===== src/rtl/bus_arbiter.sv =====
// Two-master (instruction fetch / data) arbiter onto a single fixed-latency SRAM port.
// Define ARB_RR_EN for round-robin arbitration; otherwise data has fixed priority over fetch.
module bus_arbiter #(
   parameter int unsigned WAIT_CYCLES = 1
) (
   input  logic        cpu_clk_50M,
   input  logic        cpu_rst,
   input  logic        i_req,
   input  logic [31:0] i_addr,
   output logic        i_ack,
   output logic [31:0] i_rdata,
   input  logic        d_req,
   input  logic [3:0]  d_we,
   input  logic [31:0] d_addr,
   input  logic [31:0] d_wdata,
   output logic        d_ack,
   output logic [31:0] d_rdata,
   output logic        sram_ce,
   output logic [3:0]  sram_we,
   output logic [31:0] sram_addr,
   output logic [31:0] sram_wdata,
   input  logic [31:0] sram_rdata,
   output logic        stallreq_bus
);

   typedef enum logic [1:0] {IDLE, ACCESS, RESP} state_t;

   localparam logic [2:0] WAIT_INIT = 3'(WAIT_CYCLES);

   state_t      state_q, state_d;
   logic [2:0]  cnt_q, cnt_d;
   logic        cmd_data_q, cmd_data_d;
   logic        sram_ce_q, sram_ce_d;
   logic [3:0]  sram_we_q, sram_we_d;
   logic [31:0] sram_addr_q, sram_addr_d;
   logic [31:0] sram_wdata_q, sram_wdata_d;
   logic        i_ack_q, i_ack_d;
   logic        d_ack_q, d_ack_d;
   logic [31:0] i_rdata_q, i_rdata_d;
   logic [31:0] d_rdata_q, d_rdata_d;
   logic        grant_data;

`ifdef ARB_RR_EN
   // last_data_q: 1 when the most recent grant went to the data port
   logic        last_data_q, last_data_d;
   assign grant_data = d_req & (~i_req | ~last_data_q);
`else
   assign grant_data = d_req;
`endif

   always_comb begin
      state_d      = state_q;
      cnt_d        = cnt_q;
      cmd_data_d   = cmd_data_q;
      sram_ce_d    = sram_ce_q;
      sram_we_d    = sram_we_q;
      sram_addr_d  = sram_addr_q;
      sram_wdata_d = sram_wdata_q;
      i_ack_d      = 1'b0;
      d_ack_d      = 1'b0;
      i_rdata_d    = i_rdata_q;
      d_rdata_d    = d_rdata_q;
`ifdef ARB_RR_EN
      last_data_d  = last_data_q;
`endif
      case (state_q)
         IDLE: begin
            if (i_req | d_req) begin
               state_d      = ACCESS;
               cnt_d        = WAIT_INIT;
               cmd_data_d   = grant_data;
               sram_ce_d    = 1'b1;
               sram_addr_d  = grant_data ? d_addr  : i_addr;
               sram_we_d    = grant_data ? d_we    : 4'b0000;
               sram_wdata_d = grant_data ? d_wdata : 32'h0;
`ifdef ARB_RR_EN
               last_data_d  = grant_data;
`endif
            end
         end
         ACCESS: begin
            cnt_d = cnt_q - 3'd1;
            if (cnt_q == 3'd1) begin
               state_d   = RESP;
               sram_ce_d = 1'b0;
               sram_we_d = 4'b0000;
               // Data is captured on the final access edge; writes leave d_rdata alone
               if (cmd_data_q) begin
                  d_ack_d = 1'b1;
                  if (sram_we_q == 4'b0000)
                     d_rdata_d = sram_rdata;
               end else begin
                  i_ack_d   = 1'b1;
                  i_rdata_d = sram_rdata;
               end
            end
         end
         RESP:    state_d = IDLE;
         default: state_d = IDLE;
      endcase
   end

   always_ff @(posedge cpu_clk_50M or posedge cpu_rst) begin
      if (cpu_rst) begin
         state_q      <= IDLE;
         cnt_q        <= 3'd0;
         cmd_data_q   <= 1'b0;
         sram_ce_q    <= 1'b0;
         sram_we_q    <= 4'b0000;
         sram_addr_q  <= 32'h0;
         sram_wdata_q <= 32'h0;
         i_ack_q      <= 1'b0;
         d_ack_q      <= 1'b0;
         i_rdata_q    <= 32'h0;
         d_rdata_q    <= 32'h0;
`ifdef ARB_RR_EN
         last_data_q  <= 1'b0;
`endif
      end else begin
         state_q      <= state_d;
         cnt_q        <= cnt_d;
         cmd_data_q   <= cmd_data_d;
         sram_ce_q    <= sram_ce_d;
         sram_we_q    <= sram_we_d;
         sram_addr_q  <= sram_addr_d;
         sram_wdata_q <= sram_wdata_d;
         i_ack_q      <= i_ack_d;
         d_ack_q      <= d_ack_d;
         i_rdata_q    <= i_rdata_d;
         d_rdata_q    <= d_rdata_d;
`ifdef ARB_RR_EN
         last_data_q  <= last_data_d;
`endif
      end
   end

   assign i_ack        = i_ack_q;
   assign d_ack        = d_ack_q;
   assign i_rdata      = i_rdata_q;
   assign d_rdata      = d_rdata_q;
   assign sram_ce      = sram_ce_q;
   assign sram_we      = sram_we_q;
   assign sram_addr    = sram_addr_q;
   assign sram_wdata   = sram_wdata_q;
   assign stallreq_bus = (i_req & ~i_ack_q) | (d_req & ~d_ack_q);

endmodule


===== config.mk =====
export PLATFORM = sky130hd
export DESIGN_NAME = bus_arbiter
export DESIGN_NICKNAME = d
export VERILOG_FILES = /design/src/rtl/bus_arbiter.sv
export SDC_FILE = /design/constraint.sdc
export NUM_CORES = 1
export LEC_CHECK = 0
export ABC_AREA = 1
export CELL_PAD_IN_SITES_DETAIL_PLACEMENT = 0
export CELL_PAD_IN_SITES_GLOBAL_PLACEMENT = 2
export CORE_MARGIN = 5
export CORE_UTILIZATION = 23
export CTS_CLUSTER_SIZE = 30
export DETAILED_ROUTE_END_ITERATION = 12
export PLACE_DENSITY_LB_ADDON = 0.1
export SKIP_CTS_REPAIR_TIMING = 1
export SYNTH_ARGS = -nofsm -noshare
export SYNTH_HDL_FRONTEND = slang
export SYNTH_SLANG_ARGS = --single-unit

===== constraint.sdc =====
create_clock -name cpu_clk_50M -period 6.11 [get_ports cpu_clk_50M]
set_clock_uncertainty 0.05 [all_clocks]
set_input_delay 1.222 -clock cpu_clk_50M [delete_from_list [all_inputs] [get_ports cpu_clk_50M]]
set_output_delay 1.222 -clock cpu_clk_50M [all_outputs]
set_load 0.05 [all_outputs]

==> key figures <==
Clock tree
  • Clock tree from TritonCTS: built
  • Clock slew at the register clock pins of the worst setup and hold paths: 0.06 ns
  • Clock latency reported for the late side of the worst-skew pair: 0.42 ns
  • Clock sink count: 141
  • H-Tree Level Count: 4
  • TritonCTS buffer count: 17
  • Clock Tree Buf Depth: 2
  • Root Driver: clkbuf_16

Worst setup path
  • Crit. End Element: output port
  • CP Cell Sequence: clkdlybuf4s50_1 > inv_1 > o22ai_1 > clkdlybuf4s50_1
  • Stage delay of the slowest cell on the critical path: 0.90 ns
  • Cell mode on critical path: clkdlybuf4s50_1
  • Family of cells with the greatest summed delay on the critical path: buffers and inverters
  • Slowest CP cell: clkdlybuf4s50_1
  • FF-to-FF setup slack: 3.58 ns
  • Critical path buffers and inverters: 3
  • WP data arrival: 2.85 ns
  • Required time worst endpoint: 4.84 ns
  • Maximum fanout along the worst path: 2
  • CP startpoint kind: input pin
  • Critical Setup Path Class: input pin to output port

Drt
  • Total vias in the final route: 5469
  • Iteration-0 DRC Markers: 304
  • Number of remaining DRC errors: 0
  • Number of search-and-repair iterations in the first detailed-routing pass: 4
  • DR WL/cell: 16.47 um
  • Routed Antenna Nets: 0
  • Detailed-route vias per instance: 4.118
  • Overall routed net length: 21870 um

Final layout
  • Non-filler cells, final: 1328
  • Post-route cell area: 9548 um^2
  • Share of post-route cells with drive strength above 1: 4.935%
  • Diodes inserted: 0
  • Relative area change from synthesis to final layout: 59.14%
  • Total Nets Final: 1118

STA
  • Worst-case hold slack: 0.4209 ns
  • Maximum clock rate: 242.5 MHz
  • Post-route setup slack: 1.987 ns
  • Max transition margin: 35.04%
  • Setup repair after global routing missed its margin: no
  • Total negative slack: 0 ns
  • Minimum clock period after layout: 4.123 ns
  • Count of pins over their slew limit: 0
  • Period Utilization, post-route: 67.48%
  • Hold violation total from the final report: 0
  • Count of endpoints failing setup in the final report: 0
  • Least-Margin Pin Slew: 0.9722 ns

Placed design
  • Final HPWL from detailed placement: 14680 um
  • Placed Area: 8927 um^2
  • Routability-driven placement congestion ratio: 0.7078
  • Input/output buffers: 271
  • DP Worst Slack: 1.929 ns
  • Count of placed standard cells including taps: 1296

GRT
  • Wire length of the first global-routing pass: 33440 um
  • Grt total ovfl: 0
  • Total routing resource utilization after global routing: 14.65%
  • Largest net degree at the start of global routing: 76
  • Number of antenna violations at the first check in global routing: 0
  • Number of global-route vias before repair: 5658

Synth
  • Multiplexer share of the synthesized area: 0%
  • Part of the Yosys area used for sequential elements: 58.81%
  • Number of warnings printed during yosys synthesis: 0
  • Number of synthesized register bits: 141
  • Dominant combinational cell family by area after synthesis: simple AND/OR/NAND/NOR gates
  • Parity-gate share of the synthesized area counting xor and xnor cells: 0.1460%
  • Area of the mapped netlist: 6000 um^2
  • Share of synthesized cell area in and, or, nand and nor gates: 35.14%
  • Mean post-synth cell area: 8.275 um^2
  • Number of nets produced by synthesis: 863
  • Fraction of the mapped netlist area in adder cells: 0.4171%
  • Synth Area in Compound Gates: 0.5005%
  • Post-synth cell types: 21
  • Number of cells produced by synthesis: 725

Pwr
  • Total power per unit cell area: 657.7 nW/um^2
  • Combinational fraction of design power: 56.3%
  • Leakage component of the power: 0.004675 uW
  • Sw Ratio: 50.54%
  • Total net switching power: 3174 uW
  • Part of the power in registers: 26.0%
  • Peak VDD IR: 0.2999 mV
  • Cell Int Power: 3106 uW
  • Clock group share of total power: 17.7%

Floorplan
  • Horizontal extent of the die: 171.5 um
  • I/O pin cnt: 272
  • Initial standard-cell utilization of the core: 23.22%
  • Die area: 29410 um^2
  • DIE HEIGHT: 171.5 um
  • Total core area: 25840 um^2
  • Cell row count: 59

Outcome
  • Run status: completed

Hold path
  • Class of the most critical hold timing path: register to register

Flow run
  • Max_cap viols: 0
## area by class of cell
type	instances	area, um^2
inverter	11	47.55
timing repair buffer	277	2753
clock buffer	19	442.9
clock inverter	13	177.7
tap	335	419.2
fill	2737	16290
sequential	141	3528
multi-input combinational	532	2180
## synthesized netlist by cell type
| cell | count | area share, % |
|---|---|---|
| nor2_1 | 7 | 0.44 |
| nor2_8 | 1 | 0.33 |
| dfrtp_1 | 141 | 59 |
| ha_1 | 2 | 0.42 |
| o21ai_2 | 1 | 0.15 |
| nand2_1 | 438 | 27 |
| nand3_1 | 72 | 6.0 |
| xnor2_1 | 1 | 0.15 |
| inv_2 | 2 | 0.13 |
| clkbuf_1 | 9 | 0.56 |
| and2_1 | 1 | 0.10 |
| buf_4 | 10 | 1.3 |
| clkinv_2 | 1 | 0.083 |
| o22ai_1 | 1 | 0.10 |
| nand2_4 | 2 | 0.38 |
| o21ai_0 | 3 | 0.25 |
| buf_6 | 6 | 1.1 |
| nand2_2 | 1 | 0.10 |
| buf_2 | 16 | 1.3 |
| inv_1 | 8 | 0.50 |
| nor2_4 | 2 | 0.38 |
## registers in the layout, indices dropped and copies added, names as in the netlist
register / cells
cmd_data_q: 1
cnt_q: 3
d_ack: 1
d_rdata: 32
i_ack: 1
i_rdata: 32
sram_addr: 32
sram_ce: 1
sram_wdata: 32
sram_we: 4
state_q: 2
## through the flow
stage / total power [uW] / utilization, %
finish: 6280 / 36.95
global placement: 5237 / 34.55
floorplan: 3965 / -
global route: 6661 / 36.95
detailed placement: 5242 / 34.55
CTS: 6390 / 36.95
## worst paths after layout
path,end,startpoint,cells after the start
hold reg to reg,sram_wdata[23]$_DFFE_PP0P_,sram_wdata[23]$_DFFE_PP0P_,2
setup / recovery,stallreq_bus,i_req,4
hold / removal,sram_wdata[23]$_DFFE_PP0P_,sram_wdata[23]$_DFFE_PP0P_,2
setup reg to reg,i_rdata[11]$_DFFE_PP0P_,cnt_q[0]$_DFFE_PP0P_,7
min in group asynchronous,sram_wdata[9]$_DFFE_PP0P_,cpu_rst,2
max in group asynchronous,d_rdata[31]$_DFFE_PP0P_,cpu_rst,3
## power groups by stage
stage                     registers [uW]  logic [uW]  clock network [uW]
after floorplan                     3090         870                   0
after global placement              1640        3600                   0
after detailed placement            1650        3600                   0
after CTS                           1640        3600                1150
after global routing                1700        3770                1190
final                               1630        3530                1110
## cell usage in the layout, fill, tap and decap left out
cell,n
nand3_1,72
clkbuf_1,1
clkinv_4,2
inv_8,1
nand2_4,2
nand2_2,1
clkinv_2,1
inv_2,2
buf_2,1
and2_1,1
o21ai_4,1
ha_1,2
nand2_1,438
o22ai_1,1
nor2_1,7
xnor2_1,1
buf_4,6
clkbuf_16,17
o21ai_0,3
inv_6,6
clkdlybuf4s50_1,270
dfrtp_1,141
nor2_8,1
clkinvlp_4,2
inv_1,7
nor2_4,2
clkbuf_8,1
bufinv_16,3
## worst reg2reg max path, cell delays in order (launching register included)
cell,delay [ns]
dfrtp_1,0.41
ha_1,0.22
nand2_1,0.11
nor2_1,0.06
nand2_2,0.57
clkinv_2,0.71
nand2_1,0.23
nand2_1,0.07
## cells by family after synthesis
logic type | Yosys count
compound gates | 5
simple gates | 524
buf+inv | 52
fa+ha+maj | 2
xor+xnor | 1
flops | 141
## metal layers
layer | global-route usage, % | vias up | share of wire (%)
met5 | 0 | - | 0
li1 | - | 2742 | -
met1 | 19.75 | 2548 | 45
met2 | 23.29 | 169 | 46
met3 | 4.597 | 10 | 8.1
met4 | 3.135 | 0 | 0.77
(Power assumes the default switching activity.)
